## config.mk

```make
export PLATFORM = sky130hd
export DESIGN_NAME = bsg_manycore_accel_responder_flat
export DESIGN_NICKNAME = d
export VERILOG_FILES = /design/src/rtl/bsg_manycore_accel_responder_if.sv /design/src/rtl/bsg_manycore_accel_responder.sv /design/src/flat_wrapper.sv
export SDC_FILE = /design/constraint.sdc
export NUM_CORES = 2
export LEC_CHECK = 0
export ABC_AREA = 0
export CORE_MARGIN = 2
export CORE_UTILIZATION = 60
export DETAILED_ROUTE_END_ITERATION = 8
export GPL_ROUTABILITY_DRIVEN = 0
export PLACE_DENSITY_LB_ADDON = 0.2
export SYNTH_ARGS = -nofsm -noshare
export SYNTH_HDL_FRONTEND = slang
export SYNTH_SLANG_ARGS = --single-unit
```

## constraint.sdc

```tcl
create_clock -name clk_i -period 18.5 [get_ports clk_i]
set_clock_uncertainty 0.1 [all_clocks]
set_input_delay 3.7 -clock clk_i [delete_from_list [all_inputs] [get_ports clk_i]]
set_output_delay 3.7 -clock clk_i [all_outputs]
set_load 0.02 [all_outputs]
```

## src/rtl/bsg_manycore_accel_responder_if.sv

```systemverilog
// rtl/bsg_manycore_accel_responder_if.sv - request/response channel bundle for the accelerator responder
interface bsg_manycore_accel_responder_if #(
    parameter int data_width_p   = 32,
    parameter int addr_width_p   = 28,
    parameter int x_cord_width_p = 7,
    parameter int y_cord_width_p = 7
);
    logic                      req_v_i;
    logic                      req_ready_o;
    logic [1:0]                req_op_i;
    logic [addr_width_p-1:0]   req_addr_i;
    logic [data_width_p-1:0]   req_data_i;
    logic [4:0]                req_reg_id_i;
    logic [x_cord_width_p-1:0] req_src_x_i;
    logic [y_cord_width_p-1:0] req_src_y_i;

    logic                      rsp_v_o;
    logic                      rsp_yumi_i;
    logic [1:0]                rsp_type_o;
    logic [data_width_p-1:0]   rsp_data_o;
    logic [4:0]                rsp_reg_id_o;
    logic [x_cord_width_p-1:0] rsp_dest_x_o;
    logic [y_cord_width_p-1:0] rsp_dest_y_o;

    logic                      busy_o;

    modport slave (
        input  req_v_i, req_op_i, req_addr_i, req_data_i, req_reg_id_i,
               req_src_x_i, req_src_y_i, rsp_yumi_i,
        output req_ready_o, rsp_v_o, rsp_type_o, rsp_data_o, rsp_reg_id_o,
               rsp_dest_x_o, rsp_dest_y_o, busy_o
    );

    modport master (
        output req_v_i, req_op_i, req_addr_i, req_data_i, req_reg_id_i,
               req_src_x_i, req_src_y_i, rsp_yumi_i,
        input  req_ready_o, rsp_v_o, rsp_type_o, rsp_data_o, rsp_reg_id_o,
               rsp_dest_x_o, rsp_dest_y_o, busy_o
    );
endinterface

```

## src/rtl/bsg_manycore_accel_responder.sv

```systemverilog
// rtl/bsg_manycore_accel_responder.sv - CSR load/store/amo responder with accumulate engine and response queue
module bsg_manycore_accel_responder #(
    parameter int data_width_p   = 32,
    parameter int addr_width_p   = 28,
    parameter int x_cord_width_p = 7,
    parameter int y_cord_width_p = 7,
    parameter int csr_els_p      = 16,
    parameter int rsp_fifo_els_p = 2
) (
    input  logic clk_i,
    input  logic reset_i,
    bsg_manycore_accel_responder_if.slave io
);
    localparam int idx_w   = $clog2(csr_els_p);
    localparam int ptr_w   = (rsp_fifo_els_p > 1) ? $clog2(rsp_fifo_els_p) : 1;
    localparam int cnt_w   = $clog2(rsp_fifo_els_p + 1);
    localparam int max_len = csr_els_p - 3;

    typedef enum logic {e_idle, e_run} state_e;

    typedef struct packed {
        logic [1:0]                typ;
        logic [data_width_p-1:0]   data;
        logic [4:0]                reg_id;
        logic [x_cord_width_p-1:0] x;
        logic [y_cord_width_p-1:0] y;
    } rsp_s;

    logic [data_width_p-1:0] csr_r [csr_els_p];
    state_e                  state_r, state_n;
    logic [idx_w-1:0]        step_r, step_n, len_r, len_n;
    rsp_s                    fifo_r [rsp_fifo_els_p];
    logic [ptr_w-1:0]        wptr_r, rptr_r;
    logic [cnt_w-1:0]        count_r;

    logic                    accept, running, addr_hit, is_store, is_amo;
    logic                    writable, wr_en, launch, enq, deq, rsp_v;
    logic [idx_w-1:0]        idx, op_idx, launch_len;
    logic [data_width_p-1:0] rd_val, wr_val;
    rsp_s                    new_rsp, head;

    assign running  = (state_r == e_run);
    assign accept   = io.req_v_i & io.req_ready_o;
    assign addr_hit = io.req_addr_i < addr_width_p'(csr_els_p);
    assign idx      = io.req_addr_i[idx_w-1:0];
    assign is_store = (io.req_op_i == 2'd1);
    assign is_amo   = (io.req_op_i == 2'd2);
    assign op_idx   = idx_w'(3) + step_r;

    // STATUS is not stored; it is synthesized from the engine state on read
    always_comb begin
        rd_val = '0;
        if (addr_hit) begin
            if (idx == idx_w'(2)) rd_val = data_width_p'(running);
            else                  rd_val = csr_r[idx];
        end
    end

    assign wr_val     = is_amo ? (rd_val + io.req_data_i) : io.req_data_i;
    // RESULT/STATUS are read-only and everything is frozen while the engine runs
    assign writable   = addr_hit && (idx != idx_w'(1)) && (idx != idx_w'(2)) && !running;
    assign wr_en      = accept && (is_store || is_amo) && writable;
    assign launch     = wr_en && (idx == '0) && (wr_val != '0);
    assign launch_len = (wr_val > data_width_p'(max_len)) ? idx_w'(max_len) : wr_val[idx_w-1:0];

    always_ff @(posedge clk_i or negedge reset_i) begin
        if (!reset_i) begin
            for (int i = 0; i < csr_els_p; i++) csr_r[i] <= '0;
        end else begin
            if (wr_en) csr_r[idx] <= wr_val;
            if (launch)       csr_r[1] <= '0;
            else if (running) csr_r[1] <= csr_r[1] + csr_r[op_idx];
        end
    end

    always_ff @(posedge clk_i or negedge reset_i) begin
        if (!reset_i) begin
            state_r <= e_idle;
            step_r  <= '0;
            len_r   <= '0;
        end else begin
            state_r <= state_n;
            step_r  <= step_n;
            len_r   <= len_n;
        end
    end

    always_comb begin
        state_n = state_r;
        step_n  = step_r;
        len_n   = len_r;
        case (state_r)
            e_idle: begin
                if (launch) begin
                    state_n = e_run;
                    step_n  = '0;
                    len_n   = launch_len;
                end
            end
            e_run: begin
                step_n = step_r + idx_w'(1);
                if (step_r == len_r - idx_w'(1)) state_n = e_idle;
            end
            default: state_n = e_idle;
        endcase
    end

    assign io.busy_o = running;

    always_comb begin
        new_rsp.typ    = is_store ? 2'd1 : (is_amo ? 2'd2 : 2'd0);
        new_rsp.data   = is_store ? '0 : rd_val;
        new_rsp.reg_id = io.req_reg_id_i;
        new_rsp.x      = io.req_src_x_i;
        new_rsp.y      = io.req_src_y_i;
    end

    // No bypass: readiness depends only on the registered occupancy
    assign enq            = accept;
    assign rsp_v          = (count_r != '0);
    assign deq            = io.rsp_yumi_i & rsp_v;
    assign io.req_ready_o = (count_r < cnt_w'(rsp_fifo_els_p));

    always_ff @(posedge clk_i or negedge reset_i) begin
        if (!reset_i) begin
            wptr_r  <= '0;
            rptr_r  <= '0;
            count_r <= '0;
        end else begin
            if (enq) wptr_r <= (wptr_r == ptr_w'(rsp_fifo_els_p - 1)) ? '0 : wptr_r + ptr_w'(1);
            if (deq) rptr_r <= (rptr_r == ptr_w'(rsp_fifo_els_p - 1)) ? '0 : rptr_r + ptr_w'(1);
            count_r <= count_r + cnt_w'(enq) - cnt_w'(deq);
        end
    end

    always_ff @(posedge clk_i) begin
        if (enq) fifo_r[wptr_r] <= new_rsp;
    end

    assign head            = rsp_v ? fifo_r[rptr_r] : '0;
    assign io.rsp_v_o      = rsp_v;
    assign io.rsp_type_o   = head.typ;
    assign io.rsp_data_o   = head.data;
    assign io.rsp_reg_id_o = head.reg_id;
    assign io.rsp_dest_x_o = head.x;
    assign io.rsp_dest_y_o = head.y;
endmodule

```

## src/flat_wrapper.sv

```systemverilog
// flat-port wrapper written by rule: the top's interface ports become plain ports
module bsg_manycore_accel_responder_flat 
#(
    parameter int data_width_p   = 32,
    parameter int addr_width_p   = 28,
    parameter int x_cord_width_p = 7,
    parameter int y_cord_width_p = 7,
    parameter int csr_els_p      = 16,
    parameter int rsp_fifo_els_p = 2
)
  (clk_i, reset_i, io_req_v_i, io_req_op_i, io_req_addr_i, io_req_data_i, io_req_reg_id_i, io_req_src_x_i, io_req_src_y_i, io_rsp_yumi_i, io_req_ready_o, io_rsp_v_o, io_rsp_type_o, io_rsp_data_o, io_rsp_reg_id_o, io_rsp_dest_x_o, io_rsp_dest_y_o, io_busy_o);
  bsg_manycore_accel_responder_if #(.data_width_p(data_width_p), .addr_width_p(addr_width_p), .x_cord_width_p(x_cord_width_p), .y_cord_width_p(y_cord_width_p)) io_i ();
  input  logic clk_i;
  input  logic reset_i;
  input wire logic [$bits(io_i.req_v_i)-1:0] io_req_v_i;
  input wire logic [$bits(io_i.req_op_i)-1:0] io_req_op_i;
  input wire logic [$bits(io_i.req_addr_i)-1:0] io_req_addr_i;
  input wire logic [$bits(io_i.req_data_i)-1:0] io_req_data_i;
  input wire logic [$bits(io_i.req_reg_id_i)-1:0] io_req_reg_id_i;
  input wire logic [$bits(io_i.req_src_x_i)-1:0] io_req_src_x_i;
  input wire logic [$bits(io_i.req_src_y_i)-1:0] io_req_src_y_i;
  input wire logic [$bits(io_i.rsp_yumi_i)-1:0] io_rsp_yumi_i;
  output wire logic [$bits(io_i.req_ready_o)-1:0] io_req_ready_o;
  output wire logic [$bits(io_i.rsp_v_o)-1:0] io_rsp_v_o;
  output wire logic [$bits(io_i.rsp_type_o)-1:0] io_rsp_type_o;
  output wire logic [$bits(io_i.rsp_data_o)-1:0] io_rsp_data_o;
  output wire logic [$bits(io_i.rsp_reg_id_o)-1:0] io_rsp_reg_id_o;
  output wire logic [$bits(io_i.rsp_dest_x_o)-1:0] io_rsp_dest_x_o;
  output wire logic [$bits(io_i.rsp_dest_y_o)-1:0] io_rsp_dest_y_o;
  output wire logic [$bits(io_i.busy_o)-1:0] io_busy_o;
  assign io_i.req_v_i = io_req_v_i;
  assign io_i.req_op_i = io_req_op_i;
  assign io_i.req_addr_i = io_req_addr_i;
  assign io_i.req_data_i = io_req_data_i;
  assign io_i.req_reg_id_i = io_req_reg_id_i;
  assign io_i.req_src_x_i = io_req_src_x_i;
  assign io_i.req_src_y_i = io_req_src_y_i;
  assign io_i.rsp_yumi_i = io_rsp_yumi_i;
  assign io_req_ready_o = io_i.req_ready_o;
  assign io_rsp_v_o = io_i.rsp_v_o;
  assign io_rsp_type_o = io_i.rsp_type_o;
  assign io_rsp_data_o = io_i.rsp_data_o;
  assign io_rsp_reg_id_o = io_i.rsp_reg_id_o;
  assign io_rsp_dest_x_o = io_i.rsp_dest_x_o;
  assign io_rsp_dest_y_o = io_i.rsp_dest_y_o;
  assign io_busy_o = io_i.busy_o;
  bsg_manycore_accel_responder #(.data_width_p(data_width_p), .addr_width_p(addr_width_p), .x_cord_width_p(x_cord_width_p), .y_cord_width_p(y_cord_width_p), .csr_els_p(csr_els_p), .rsp_fifo_els_p(rsp_fifo_els_p)) u_core (.clk_i(clk_i), .reset_i(reset_i), .io(io_i));
endmodule
```

* After elaboration in Yosys (flattened, before gate mapping)
Memories as Yosys holds them, arrays and structs flattened.
Index checks and enable logic that the tools add are counted.
** Storage, ports and cells
- Register bits after elaboration :: 525
- RAM bits :: 106
- Output and inout bits :: 56
- Word-level logic and storage cells :: 94
- Memories :: 1
** Memories
- u_core.fifo_r :: words 2, width 53, read ports 1, clocked after Yosys merged registers in 0, wr ports 1, RTL line bsg_manycore_accel_responder.sv:32 : rsp_s fifo_r [rsp_fifo_els_p];
** Cells by class
- Add/sub/neg operators :: 9
- Order comparisons :: 6
- Equality and inequality tests :: 7
- Muxes and demuxes :: 29
- Bitwise operators :: 5
- Reduce and logical (&&, ||, !) cells :: 15
** Operators with widths (number)
- bitwise mux 512 bit :: 1
- two-way mux 480 bit :: 1
- two-way mux 32 bit :: 11
- binary-select mux 32 bit (select 4 bit) :: 2
- demux 32 bit (select 4 bit) :: 1
- adder 32 bit :: 2
- two-way mux 53 bit :: 1
- > comparator 32 x 4 -> 1 bit, second input constant :: 1
- nonzero test 32 bit :: 1
- < comparator 28 x 5 -> 1 bit, second input constant :: 1
- >= comparator 5 bit, second input constant :: 2
- NOT 4 -> 5 bit :: 2
- logical AND 1 bit :: 8
- two-way mux 4 bit :: 2
- case mux 4 bit (2 select lines) :: 1
- two-way mux 1 bit :: 6
- < comparator 5 x 1 -> 1 bit, second input constant :: 1
- adder 2 x 4 -> 4 bit, first input constant :: 1
- adder 4 x 1 -> 4 bit, second input constant :: 1
- == test 4 x 2 -> 1 bit, second input constant :: 1
- == test 4 bit :: 1
- zero test 4 bit :: 1
- two-way mux 2 bit :: 2
- inequality test 4 x 1 -> 1 bit, second input constant :: 1
- other kinds (17) :: 19

* Depth between registers and ports, before layout
- Depth in word-level cells :: 12
- Gate-level depth with buffers :: 24

* Worst setup path after synthesis
No wires, ideal clock.
- Path type :: in2reg
- Start point :: input port io_req_addr_i[0]
- End point :: register u_core.len_r[0]
- Arrival :: 8.952 ns
- Data required time :: 18.279 ns
- Path slack :: 9.326 ns
- Cell stages on the path :: 19
- Path through :: buf_4 -> clkbuf_1 -> buf_1 -> mux4_2 -> mux4_2 -> nor2b_1 -> ha_1 -> a21o_1 -> a211o_2 -> o22a_1 -> o211ai_2 -> a211oi_1 -> or3_1 -> a31oi_1 -> nand3_2 -> nor4_4 -> a21oi_2 -> buf_6 -> o22a_1
** On the way
- Longest elaborated chain between the ends :: 11
- Elaborated cells between the ends (all ways) :: 23
- Classes of those cells :: add/sub: 1; order compare: 2; eq/ne: 3; mux: 7; bitwise: 1; reduce/logical: 9
** RTL lines
- from (decl) :: RTL line flat_wrapper.sv:17 : input wire logic [$bits(io_i.req_addr_i)-1:0] io_req_addr_i;
- parallel branches: the longest is 11 deep, another holds adder 32 bit
- to (signal assigned) :: RTL line bsg_manycore_accel_responder.sv:84 : len_r <= len_n;
- to (decl) :: RTL line bsg_manycore_accel_responder.sv:31 : logic [idx_w-1:0] step_r, step_n, len_r, len_n;
Parallel ways; which one is timed is not known. The select of a mux whose other input is x is not followed.
A chain may end at the register's enable or synchronous reset.

* Final worst setup path
- Start point :: input port io_req_addr_i[1]
- End point :: register u_core.state_r (netlist: u_core.io.busy_o)
** On the way
- Longest elaborated chain between the ends :: 12
- Elaborated cells between the ends (all ways) :: 22
- Classes of those cells :: add/sub: 1; order compare: 1; eq/ne: 3; mux: 8; bitwise: 1; reduce/logical: 8
** RTL lines
- parallel branches: the longest is 9 deep, another holds adder 32 bit
- logical AND 1 bit (*) :: RTL line bsg_manycore_accel_responder.sv:63 : assign launch = wr_en && (idx == '0) && (wr_val != '0);
- two-way mux 1 bit (*) :: RTL line bsg_manycore_accel_responder.sv:94 : if (launch) begin
- case mux 1 bit (2 select lines) (*) :: RTL line bsg_manycore_accel_responder.sv:92 : case (state_r)
- named net u_core.state_n :: RTL line bsg_manycore_accel_responder.sv:30 : state_e state_r, state_n;
- to (signal assigned) :: RTL line bsg_manycore_accel_responder.sv:78 : state_r <= e_idle;
- to (signal assigned) :: RTL line bsg_manycore_accel_responder.sv:82 : state_r <= state_n;
- to (decl) :: RTL line bsg_manycore_accel_responder.sv:30
Mark *: on every way through the listed nets, which the timed path passes. The select of a mux whose other input is x is not followed.

==> flow_results.xml <==
<?xml version="1.0" encoding="UTF-8"?>
<metrics>
  <group name="pwr">
    <metric name="power_density" unit="mW/mm2">88.5</metric>
    <metric name="p_seq_share" unit="%">43.9</metric>
    <metric name="power_share_of_the_combinational_group" unit="%">16.0</metric>
    <metric name="p_leak" unit="nW">16.3</metric>
    <metric name="power_switching_share" unit="%">27.0</metric>
    <metric name="ir_worst_vdd" unit="uV">119</metric>
    <metric name="internal_power" unit="mW">2.52</metric>
    <metric name="power_switching" unit="mW">0.934</metric>
    <metric name="clkPwrFrac" unit="%">40.1</metric>
  </group>
  <group name="global_routing">
    <metric name="number_of_antenna_violations_at_the_first_check_in_global_routing" unit="">5</metric>
    <metric name="grt_max_degree" unit="">184</metric>
    <metric name="global_route.overflow_total" unit="">0</metric>
    <metric name="grtUsageTotal" unit="%">33.8</metric>
    <metric name="grt_first_pass_wirelength" unit="um">154000</metric>
    <metric name="grt_pass1_vias" unit="">26392</metric>
  </group>
  <group name="cells_and_area">
    <metric name="area.sequential" unit="mm2">0.0163</metric>
    <metric name="areaGrowthSynthToFinish" unit="%">12.0</metric>
    <metric name="multiInputGateArea" unit="mm2">0.0175</metric>
    <metric name="n_fill_cell" unit="">4054</metric>
    <metric name="final_core_util" unit="%">67.8</metric>
    <metric name="layout_cells_sized_above_1" unit="%">18.4</metric>
    <metric name="fin_cells" unit="">3848</metric>
    <metric name="finalNetCount" unit="">3183</metric>
  </group>
  <group name="drt">
    <metric name="drt_iter0_markers" unit="">3136</metric>
    <metric name="total_drc_errors_in_the_routed_layout" unit="">0</metric>
    <metric name="antenna_violating_nets_post_route" unit="">0</metric>
    <metric name="drt_first_pass_iters" unit="">5</metric>
    <metric name="detail_route.wl_per_cell" unit="um">25.7</metric>
    <metric name="wirelength" unit="um">99100</metric>
    <metric name="vias_per_cell" unit="">6.85</metric>
    <metric name="num_vias" unit="">26358</metric>
  </group>
  <group name="worst_hold_path">
    <metric name="hold_path.class" unit="">flip-flop to flip-flop</metric>
    <metric name="hold_path.startpoint" unit="">u_core.csr_r[419]</metric>
  </group>
  <group name="die">
    <metric name="initial_core_util" unit="%">60.5</metric>
    <metric name="chipWidth" unit="um">245</metric>
    <metric name="design.portCount" unit="">141</metric>
    <metric name="placeableCoreArea" unit="mm2">0.0576</metric>
    <metric name="die_area" unit="mm2">0.0600</metric>
    <metric name="floorplan.die.height" unit="um">245</metric>
    <metric name="rows" unit="">88</metric>
  </group>
  <group name="clock_network">
    <metric name="clock_path_buffers" unit="">3</metric>
    <metric name="clock_network_latency_to_the_later_pin_of_the_worst_skew_pair" unit="ns">0.64</metric>
    <metric name="cts_setup_buffers" unit="">0</metric>
    <metric name="cts.hold.buffers_added" unit="">0</metric>
    <metric name="clkSinkCount" unit="">631</metric>
    <metric name="clock_pin_slew_on_the_worst_setup_and_hold_paths" unit="ns">0.06</metric>
    <metric name="numCtsBuffers" unit="">69</metric>
    <metric name="cts_root_buffer" unit="">sky130_fd_sc_hd__clkbuf_16</metric>
    <metric name="cts-htree-levels" unit="">3</metric>
    <metric name="post_cts.resized_instances" unit="">0</metric>
    <metric name="clock_tree_from_tritoncts" unit="">done</metric>
  </group>
  <group name="critical_path">
    <metric name="max_stage_delay" unit="ns">1.04</metric>
    <metric name="crit_path_max_fanout" unit="">73</metric>
    <metric name="timing_worst_setup_path_type" unit="">primary input to flip-flop</metric>
    <metric name="crit_slowest_cell" unit="">sky130_fd_sc_hd__a31oi_1</metric>
    <metric name="worst_setup_path_startpoint" unit="">io_req_addr_i[1]</metric>
    <metric name="timing.critical_path.required" unit="ns">18.90</metric>
    <metric name="startpoint_type" unit="">primary input</metric>
    <metric name="cpMostUsedCell" unit="">sky130_fd_sc_hd__buf_4</metric>
    <metric name="timing.critical_path.arrival" unit="ns">11.09</metric>
    <metric name="timing.critical_path.cells" unit="">buf_6 &gt; buf_4 &gt; nand3b_1 &gt; or3b_1 &gt; buf_4 &gt; nor2b_1 &gt; ha_1 &gt; nor2b_1 &gt; o31a_1 &gt; o2111ai_1 &gt; a21oi_1 &gt; o221ai_1 &gt; a31oi_1 &gt; and4_1 &gt; nand4_1 &gt; nor4_4 &gt; a21oi_4 &gt; buf_4 &gt; o22a_1</metric>
    <metric name="critPathCaptureType" unit="">flip-flop</metric>
    <metric name="crit-reg2reg-launch" unit="">u_core.csr_r[448]</metric>
  </group>
  <group name="job">
    <metric name="maxCapViolCount" unit="">0</metric>
  </group>
  <group name="placement">
    <metric name="buffer_ports.inserted" unit="">140</metric>
    <metric name="dp_hpwl" unit="um">63600</metric>
    <metric name="place_inst" unit="">3720</metric>
    <metric name="pre_cts_slack" unit="ns">7.42</metric>
  </group>
  <group name="synthesis">
    <metric name="post_synth_num_cell_types" unit="">81</metric>
    <metric name="synth_most_common_cell" unit="">sky130_fd_sc_hd__dfrtp_1</metric>
    <metric name="synth-edff-count" unit="">106</metric>
    <metric name="post_syn_nets" unit="">3192</metric>
    <metric name="synthCells" unit="">3035</metric>
    <metric name="ys_ff_latch" unit="">631</metric>
    <metric name="mappedNetlistArea" unit="mm2">0.0348</metric>
    <metric name="synth_top_flop_cell" unit="">sky130_fd_sc_hd__dfrtp_1</metric>
    <metric name="cell_types_with_the_highest_counts_after_synthesis" unit="">525 x sky130_fd_sc_hd__dfrtp_1, 478 x sky130_fd_sc_hd__nor2_1, 403 x sky130_fd_sc_hd__a21oi_1</metric>
    <metric name="fraction_of_the_yosys_area_taken_by_sequential_cells" unit="%">46.8</metric>
    <metric name="synth_largest_type_area_fraction" unit="%">37.7</metric>
    <metric name="async_flop_share" unit="%">83.2</metric>
    <metric name="yosys.area.top_type" unit="">sky130_fd_sc_hd__dfrtp_1</metric>
    <metric name="syn_avg_cell_area" unit="um2">11.5</metric>
    <metric name="netlist_top_cells_area" unit="">sky130_fd_sc_hd__dfrtp_1 38%, sky130_fd_sc_hd__mux4_2 21%, sky130_fd_sc_hd__edfxtp_1 9.1%</metric>
    <metric name="ys.warnings.count" unit="">0</metric>
  </group>
  <group name="timing">
    <metric name="setup_tns" unit="ns">0</metric>
    <metric name="hold_viol" unit="">0</metric>
    <metric name="final_critical_path_setup_slack" unit="ns">7.81</metric>
    <metric name="period_minus_slack" unit="ns">10.69</metric>
    <metric name="final.period_utilization" unit="%">57.8</metric>
    <metric name="max_freq" unit="GHz">0.0935</metric>
    <metric name="setup-violations-final" unit="">0</metric>
    <metric name="final_max_slew_violation_count" unit="">0</metric>
    <metric name="grt_setup_unrepaired" unit="">no</metric>
    <metric name="slew-limit-headroom" unit="%">3.82</metric>
    <metric name="tightest_slew" unit="ns">1.44</metric>
  </group>
  <group name="run_status">
    <metric name="status" unit="">finished clean</metric>
  </group>
</metrics>
==> worst paths after layout <==
kind / cells after the start / slack (ns) / to
worst max register to register: 19 / 11.93 / u_core.io.busy_o
worst max-delay path: 19 / 7.81 / u_core.io.busy_o
max in group asynchronous: 3 / 12.72 / u_core.csr_r[272]
worst min register to register: 0 / 0.30 / u_core.csr_r[419]
min in group asynchronous: 1 / 3.06 / u_core.csr_r[27]
worst min-delay path: 0 / 0.30 / u_core.csr_r[419]
==> cells by family after synthesis <==
| family | synth area share, % |
|---|---|
| DFF | 46.8 |
| AOI/OAI and AO/OA | 12.0 |
| and+or+nand+nor | 11.0 |
| muxes | 22.8 |
| xor gates and xnor gates | 1.31 |
| adders and majority gates | 2.63 |
| buffers and inverters | 3.41 |
==> worst max-delay path: cells and delay by family <==
kind                       cells  cell delay (ns)
AOI/OAI and AO/OA              7             2.39
and+or+nand+nor                7             2.31
adders and majority gates      1             0.35
buffers and inverters          4             2.23
==> cell usage in the layout, fill, tap and decap left out, types with 21 or more instances in the layout <==
master                            netlist  layout
sky130_fd_sc_hd__o21ai_1               25      25
sky130_fd_sc_hd__clkdlybuf4s50_1        0     135
sky130_fd_sc_hd__xnor2_1               30      29
sky130_fd_sc_hd__xor2_1                22      21
sky130_fd_sc_hd__nor2b_1               74      73
sky130_fd_sc_hd__buf_4                  4      55
sky130_fd_sc_hd__nand2_1              165     165
sky130_fd_sc_hd__a211oi_2              25      25
sky130_fd_sc_hd__inv_1                 33      33
sky130_fd_sc_hd__mux2i_1               72      70
sky130_fd_sc_hd__mux4_2               320     320
sky130_fd_sc_hd__clkbuf_16              0      71
sky130_fd_sc_hd__nor2_1               478     464
sky130_fd_sc_hd__ha_1                  70      68
sky130_fd_sc_hd__edfxtp_1             106     106
sky130_fd_sc_hd__a21oi_1              403     403
sky130_fd_sc_hd__dfrtp_1              525     522
sky130_fd_sc_hd__o21ai_0              141     141
==> flip-flops by register name (all words and copies together), names as in the netlist <==
| signal | flops |
|---|---|
| u_core.fifo_r | 106 |
| u_core.io.busy_o | 1 |
| u_core.step_r | 4 |
| u_core.count_r | 2 |
| u_core.rptr_r | 1 |
| u_core.len_r | 4 |
| u_core.wptr_r | 1 |
| u_core.csr_r | 512 |
==> per-stage QoR <==
step / instance area [um2] / total power, mW / hold WS (ns)
floorplan: 34800 / 1.84 / 0.340
global placement: 36800 / 2.09 / 0.276
detailed placement: 36800 / 2.10 / 0.282
CTS: 39000 / 3.47 / 0.294
global route: 39000 / 3.57 / 0.309
finish: 39000 / 3.45 / 0.298
==> area by class of cell <==
| type | count | share of cell area (%) |
|---|---|---|
| repair buffers | 196 | 4.70 |
| diodes | 3 | 0.0192 |
| clock buffers | 98 | 5.10 |
| flip-flops and latches | 631 | 41.9 |
| well taps | 765 | 2.45 |
| inverters | 33 | 0.317 |
| multi-input cells | 2095 | 44.9 |
| clock inverters | 27 | 0.686 |
==> power by group through the flow <==
stage / Combinational (mW) / Sequential, mW / Clock (mW)
finish: 0.553 / 1.52 / 1.38
detailed placement: 0.556 / 1.54 / 0
global route: 0.592 / 1.52 / 1.46
floorplan: 0.326 / 1.51 / 0
CTS: 0.558 / 1.52 / 1.40
global placement: 0.550 / 1.54 / 0
==> per-layer routing <==
| layer | wire (um) | GRT usage, % |
|---|---|---|
| met4 | 3780 | 13.2 |
| met5 | 0 | 0 |
| met3 | 11100 | 8.08 |
| met1 | 37600 | 46.4 |
| met2 | 46500 | 52.9 |
Power figures use the tool's default switching activity.
